## src/rtl/conc_trace_pkg.sv

```systemverilog
`default_nettype none
// ============================================================================
// Module      : conc_trace_pkg
// Description : Shared types and default sizes for the concolic trace recorder.
// Revision    : 1.0
// ============================================================================
package conc_trace_pkg;

    typedef enum logic [0:0] {
        IDLE = 1'b0,
        REC  = 1'b1
    } trace_state_t;

    localparam int TRACE_DATA_W = 6;
    localparam int TRACE_DEPTH  = 16;
    localparam int TRACE_CYC_W  = 16;

    typedef struct packed {
        logic [TRACE_CYC_W-1:0]  stamp;
        logic [TRACE_DATA_W-1:0] data;
    } trace_entry_t;

endpackage
`default_nettype wire

```

## src/rtl/conc_trace_fifo.sv

```systemverilog
`default_nettype none
// ============================================================================
// Module      : conc_trace_fifo
// Description : First-word-fall-through trace FIFO; a push into a full FIFO
//               succeeds only when a pop happens in the same cycle.
// Revision    : 1.0
// ============================================================================
module conc_trace_fifo
    import conc_trace_pkg::*;
#(
    parameter int W     = $bits(trace_entry_t),
    parameter int DEPTH = TRACE_DEPTH
) (
    input  logic                       clk,
    input  logic                       rst,
    input  logic                       i_push,
    input  logic [W-1:0]               i_data,
    input  logic                       i_pop,
    output logic [W-1:0]               o_data,
    output logic                       o_empty,
    output logic                       o_full,
    output logic [$clog2(DEPTH):0]     o_count
);

    localparam int AW = $clog2(DEPTH);

    logic [W-1:0]  r_mem [DEPTH];
    logic [AW-1:0] r_wr;
    logic [AW-1:0] r_rd;
    logic [AW:0]   r_count;
    logic          w_push;
    logic          w_pop;

    assign w_pop  = i_pop && !o_empty;
    assign w_push = i_push && (!o_full || w_pop);

    // Storage carries no reset; the head is masked to zero while empty.
    always_ff @(posedge clk) begin
        if (w_push) begin
            r_mem[r_wr] <= i_data;
        end
    end

    always_ff @(posedge clk or posedge rst) begin
        if (rst) begin
            r_wr    <= '0;
            r_rd    <= '0;
            r_count <= '0;
        end else begin
            if (w_push) begin
                r_wr <= r_wr + AW'(1);
            end
            if (w_pop) begin
                r_rd <= r_rd + AW'(1);
            end
            if (w_push && !w_pop) begin
                r_count <= r_count + (AW+1)'(1);
            end else if (!w_push && w_pop) begin
                r_count <= r_count - (AW+1)'(1);
            end
        end
    end

    assign o_empty = (r_count == '0);
    assign o_full  = (r_count == (AW+1)'(DEPTH));
    assign o_count = r_count;
    assign o_data  = o_empty ? '0 : r_mem[r_rd];

endmodule
`default_nettype wire

```

## src/rtl/conc_trace_recorder.sv

```systemverilog
`default_nettype none
// ============================================================================
// Module      : conc_trace_recorder
// Description : Samples a DUT output vector each recording cycle into a
//               timestamped FWFT trace buffer drained over valid/ready.
//               Optional macro CONC_TRACE_CHANGE_ONLY_EN: capture only on the
//               first cycle or when the sample differs from the last capture.
// Revision    : 1.0
// ============================================================================
module conc_trace_recorder
    import conc_trace_pkg::*;
#(
    parameter int DATA_W = TRACE_DATA_W,
    parameter int DEPTH  = TRACE_DEPTH,
    parameter int CYC_W  = TRACE_CYC_W
) (
    input  logic                      clock,
    input  logic                      reset,
    input  logic                      start,
    input  logic                      stop,
    input  logic [DATA_W-1:0]         sample_in,
    input  logic                      rd_ready,
    output logic                      rd_valid,
    output logic [DATA_W-1:0]         rd_data,
    output logic [CYC_W-1:0]          rd_stamp,
    output logic [$clog2(DEPTH):0]    count,
    output logic                      overflow,
    output logic                      recording
);

    trace_state_t              r_state;
    logic [CYC_W-1:0]          r_cyc;
    logic                      r_overflow;
    logic                      w_cap;
    logic                      w_pop;
    logic                      w_full;
    logic                      w_empty;
    logic [CYC_W+DATA_W-1:0]   w_head;

`ifdef CONC_TRACE_CHANGE_ONLY_EN
    logic [DATA_W-1:0]         r_last;
    logic                      r_first;

    assign w_cap = (r_state == REC) && (r_first || (sample_in != r_last));

    always_ff @(posedge clock or posedge reset) begin
        if (reset) begin
            r_last  <= '0;
            r_first <= 1'b1;
        end else if (r_state == IDLE && start && !stop) begin
            r_first <= 1'b1;
        end else if (w_cap) begin
            r_last  <= sample_in;
            r_first <= 1'b0;
        end
    end
`else
    assign w_cap = (r_state == REC);
`endif

    assign w_pop = !w_empty && rd_ready;

    always_ff @(posedge clock or posedge reset) begin
        if (reset) begin
            r_state    <= IDLE;
            r_cyc      <= '0;
            r_overflow <= 1'b0;
        end else begin
            // A drop happens only when full and no read frees a slot this cycle.
            if (w_cap && w_full && !w_pop) begin
                r_overflow <= 1'b1;
            end
            case (r_state)
                IDLE: begin
                    if (start && !stop) begin
                        r_state    <= REC;
                        r_cyc      <= '0;
                        r_overflow <= 1'b0;
                    end
                end
                REC: begin
                    if (r_cyc != '1) begin
                        r_cyc <= r_cyc + CYC_W'(1);
                    end
                    if (stop) begin
                        r_state <= IDLE;
                    end
                end
                default: r_state <= IDLE;
            endcase
        end
    end

    conc_trace_fifo #(
        .W     (CYC_W + DATA_W),
        .DEPTH (DEPTH)
    ) u_fifo (
        .clk     (clock),
        .rst     (reset),
        .i_push  (w_cap),
        .i_data  ({r_cyc, sample_in}),
        .i_pop   (rd_ready),
        .o_data  (w_head),
        .o_empty (w_empty),
        .o_full  (w_full),
        .o_count (count)
    );

    assign rd_valid  = !w_empty;
    assign rd_data   = w_head[DATA_W-1:0];
    assign rd_stamp  = w_head[CYC_W+DATA_W-1:DATA_W];
    assign overflow  = r_overflow;
    assign recording = (r_state == REC);

endmodule
`default_nettype wire

```

## config.mk

```make
export PLATFORM = sky130hd
export DESIGN_NAME = conc_trace_recorder
export DESIGN_NICKNAME = d
export VERILOG_FILES = /design/src/rtl/conc_trace_pkg.sv /design/src/rtl/conc_trace_fifo.sv /design/src/rtl/conc_trace_recorder.sv
export SDC_FILE = /design/constraint.sdc
export NUM_CORES = 1
export LEC_CHECK = 0
export CORE_MARGIN = 2
export CORE_UTILIZATION = 55
export CTS_BUF_LIST = sky130_fd_sc_hd__clkbuf_16
export CTS_CLUSTER_DIAMETER = 60
export CTS_CLUSTER_SIZE = 10
export DETAILED_ROUTE_END_ITERATION = 16
export DONT_BUFFER_PORTS = 1
export PLACE_DENSITY = 0.7
export SYNTH_ARGS = -nofsm -noshare
export SYNTH_HDL_FRONTEND = slang
export SYNTH_SLANG_ARGS = --single-unit
export TNS_END_PERCENT = 20
```

## constraint.sdc

```tcl
create_clock -name clock -period 3.57 [get_ports clock]
set_clock_uncertainty 0.2 [all_clocks]
set_input_delay 0.357 -clock clock [delete_from_list [all_inputs] [get_ports clock]]
set_output_delay 0.357 -clock clock [all_outputs]
set_load 0.02 [all_outputs]
```

==> results_dict.tcl <==
set metrics [dict create \
    synth.distinct_cells 47 \
    routabilityCongestion 0.786 \
    rrSetupSlack_ps 310 \
    dieArea_sq_um 28800 \
    critPathMaxFanout 61 \
    ys_ff_latch 383 \
    grt_util_met1 0.306 \
    ant_nets 0 \
    placed_cell_area_sq_um 15700 \
    dr_total_vias 7245 \
    r2r-start "u_fifo.o_count[0]$_DFFE_PP0P_" \
    fin_area_sq_um 17100 \
    synth_mux_area_frac 0.163 \
    rsz0062_at_grt "false" \
    synth_compound_area_frac 0.0232 \
    period_share 0.964 \
    crit_start "u_fifo.r_rd[1]$_DFFE_PP0N_" \
    overflow 0 \
    final.setup.tns_ps 0 \
    via_per_inst 6.30 \
    drv_cap 0 \
    syn-num-nets 750 \
    initial_utilization 0.560 \
    clock.fmax_mhz 290 \
    grt_max_degree 62 \
    cts_tree "done" \
    die_x_microns 170 \
    peakVddDrop_mv 0.769 \
    core_sq_um 27000 \
    crit_arrival_ps 2890 \
    die_h_microns 170 \
    crit_type "flop to output pin" \
    post_cts_buffers 0 \
    r2r-end "u_fifo.o_count[4]$_DFFE_PP0P_" \
    htree_levels 2 \
    clkLatencyLatePin_ps 530 \
    syn_to_final_growth_pct 13.1 \
    fin_total_pwr_uw 13300 \
    p_per_area_nw_per_um2 779 \
    crit_path_end "rd_stamp[15]" \
    grt-busiest-layer "met2" \
    slew_headroom 0.370 \
    dpl.cell_count 1065 \
    ys_seq_area_frac 0.751 \
    slew_violations 0 \
    port_buffers 0 \
    synth_area_sq_um 15100 \
    wl_microns 30600 \
    ys.flop_type "edfxtp_1" \
    yosysTopAreaCell "edfxtp_1" \
    hpwl_microns 17300 \
    use_met2 0.375 \
    worstSetupEndpointType "output pin" \
    grtUsageMet3 0.0422 \
    final-setup-viol-count 0 \
    synthSimpleGateAreaFrac 0.0312 \
    async_flop_share 0.0809 \
    cts_buffer_depth 3 \
    grt_pass1_vias 7626 \
    cts.clk_slew.worst_paths_ps 50 \
    p_leak_uw 0.00587 \
    netlist_instances 728 \
    synth_xor_area_frac 0.00870 \
    mostFrequentLayoutCell "edfxtp_1" \
    min_period_ps 3440 \
    grt_pass1_wl_microns 46600 \
    avgSynthCellArea_sq_um 20.7 \
    cp.required_ps 3010 \
    finalHoldViolCount 0 \
    final_cell_mix "edfxtp_1 (352), mux4_2 (88), mux2i_1 (46)" \
    synth_adder_area_share 0.00961 \
    cts_num_sinks 383 \
    drtPass1Iterations 5 \
    first_iter_violations 832 \
    rr_worst_depth 12 \
    post-route-drc-count 0 \
    cp-start-kind "flop" \
    fill_cells 1779 \
    fin_util 0.634 \
    fin_cells 1150 \
    antenna_found_initial 0 \
    ys_warn_count 0 \
    hold_path.class "input port to flop" \
    synth_top_family_by_area "multiplexers" \
    synth_area_leaders "edfxtp_1 (70%), mux4_2 (13%), dfrtp_1 (5.1%)" \
    post_drt_wl_per_cell_microns 26.6 \
    cts_resized 0 \
    root_buffer "clkbuf_16" \
    grtUsageTotal 0.223 \
    fin_nets 804 \
    n_antenna_cell 0 \
    drive_gt1_frac 0.225 \
    synth_edf_count 352 \
    synth_top_area_frac 0.700 \
    num_rows 60 \
    cts_made_buffers 44 \
    io_pins 41 \
    worstMarginPinSlew_ps 946 \
    status "finished, final reports clean" \
]
==> worst min-delay path by stage <==
stage	start	endpoint	slack (ps)	cells after the start
finish	stop	r_cyc[12]$_DFFE_PP0P_	40	3
global route	stop	r_cyc[12]$_DFFE_PP0P_	70	3
CTS	stop	r_cyc[8]$_DFFE_PP0P_	20	3
detailed placement	reset	u_fifo.o_count[4]$_DFFE_PP0P_	160	2
global placement	reset	overflow$_DFF_PP0_	140	2
floorplan	stop	recording$_DFF_PP0_	220	1
==> layout make-up <==
| class | count | area (sq um) | area share |
|---|---|---|---|
| Sequential cell | 383 | 11400 | 0.665 |
| Multi-Input combinational cell | 300 | 3560 | 0.209 |
| Clock buffer | 45 | 1130 | 0.0659 |
| Timing Repair Buffer | 43 | 428 | 0.0251 |
| Tap cell | 341 | 427 | 0.0250 |
| Clock inverter | 28 | 143 | 0.00835 |
| Inverter | 10 | 37.5 | 0.00220 |
==> routing by layer <==
| metal | part of all wire | wire (microns) | up-vias |
|---|---|---|---|
| met5 | 0 | 0 | - |
| li1 | - | - | 3106 |
| met1 | 0.41 | 12400 | 3841 |
| met4 | 0.020 | 599 | 0 |
| met2 | 0.51 | 15600 | 253 |
| met3 | 0.064 | 1960 | 45 |
==> logic make-up (layout without fill, tap and decap cells) <==
family                     Yosys count  count (layout)
DFF                                383             383
muxes                              136             136
and+or+nand+nor                     85              85
AOI/OAI and AO/OA                   53              53
buffers and inverters               45             126
xor gates and xnor gates            15              15
adders and majority gates           11              11
==> Yosys cell counts (all sizes together) (11+ instances only) <==
library cell	instances
and3	12
and2	11
buf	16
clkbuf	19
o22ai	23
mux4	88
nand2	19
mux2i	46
edfxtp	352
dfrtp	31
==> sequential cells by signal (all words and copies together) (netlist names) <==
signal          flops
overflow            1
r_cyc              16
u_fifo.o_count      5
u_fifo.r_wr         4
u_fifo.r_mem      352
u_fifo.r_rd         4
recording           1
==> worst max-delay path: stages (launching register included) <==
cell and delay (ps):
dfrtp_4 1000, buf_4 410, mux4_2 260, mux2i_1 100
o22ai_1 510
==> per-stage QoR <==
stage	worst slack [ps]	hold WS, ps
5_1_grt	23.4	67.8
2_1_floorplan	517	223
3_3_place_gp	430	145
4_1_cts	105	23.8
3_5_place_dp	307	161
6_report	127	41.6
==> power breakdown <==
group          switching, uW  internal, uW  leakage [uW]
Clock                   1600          2320      0.000709
Combinational           1890          1570       0.00153
Sequential               551          5380       0.00363
==> what timing repair did <==
action | CTS | global route
hold buffers | 12 | 0
setup endpoints to repair | 0 | 0
hold endpoints to repair | 135 | 0
(Power assumes the default switching activity.)
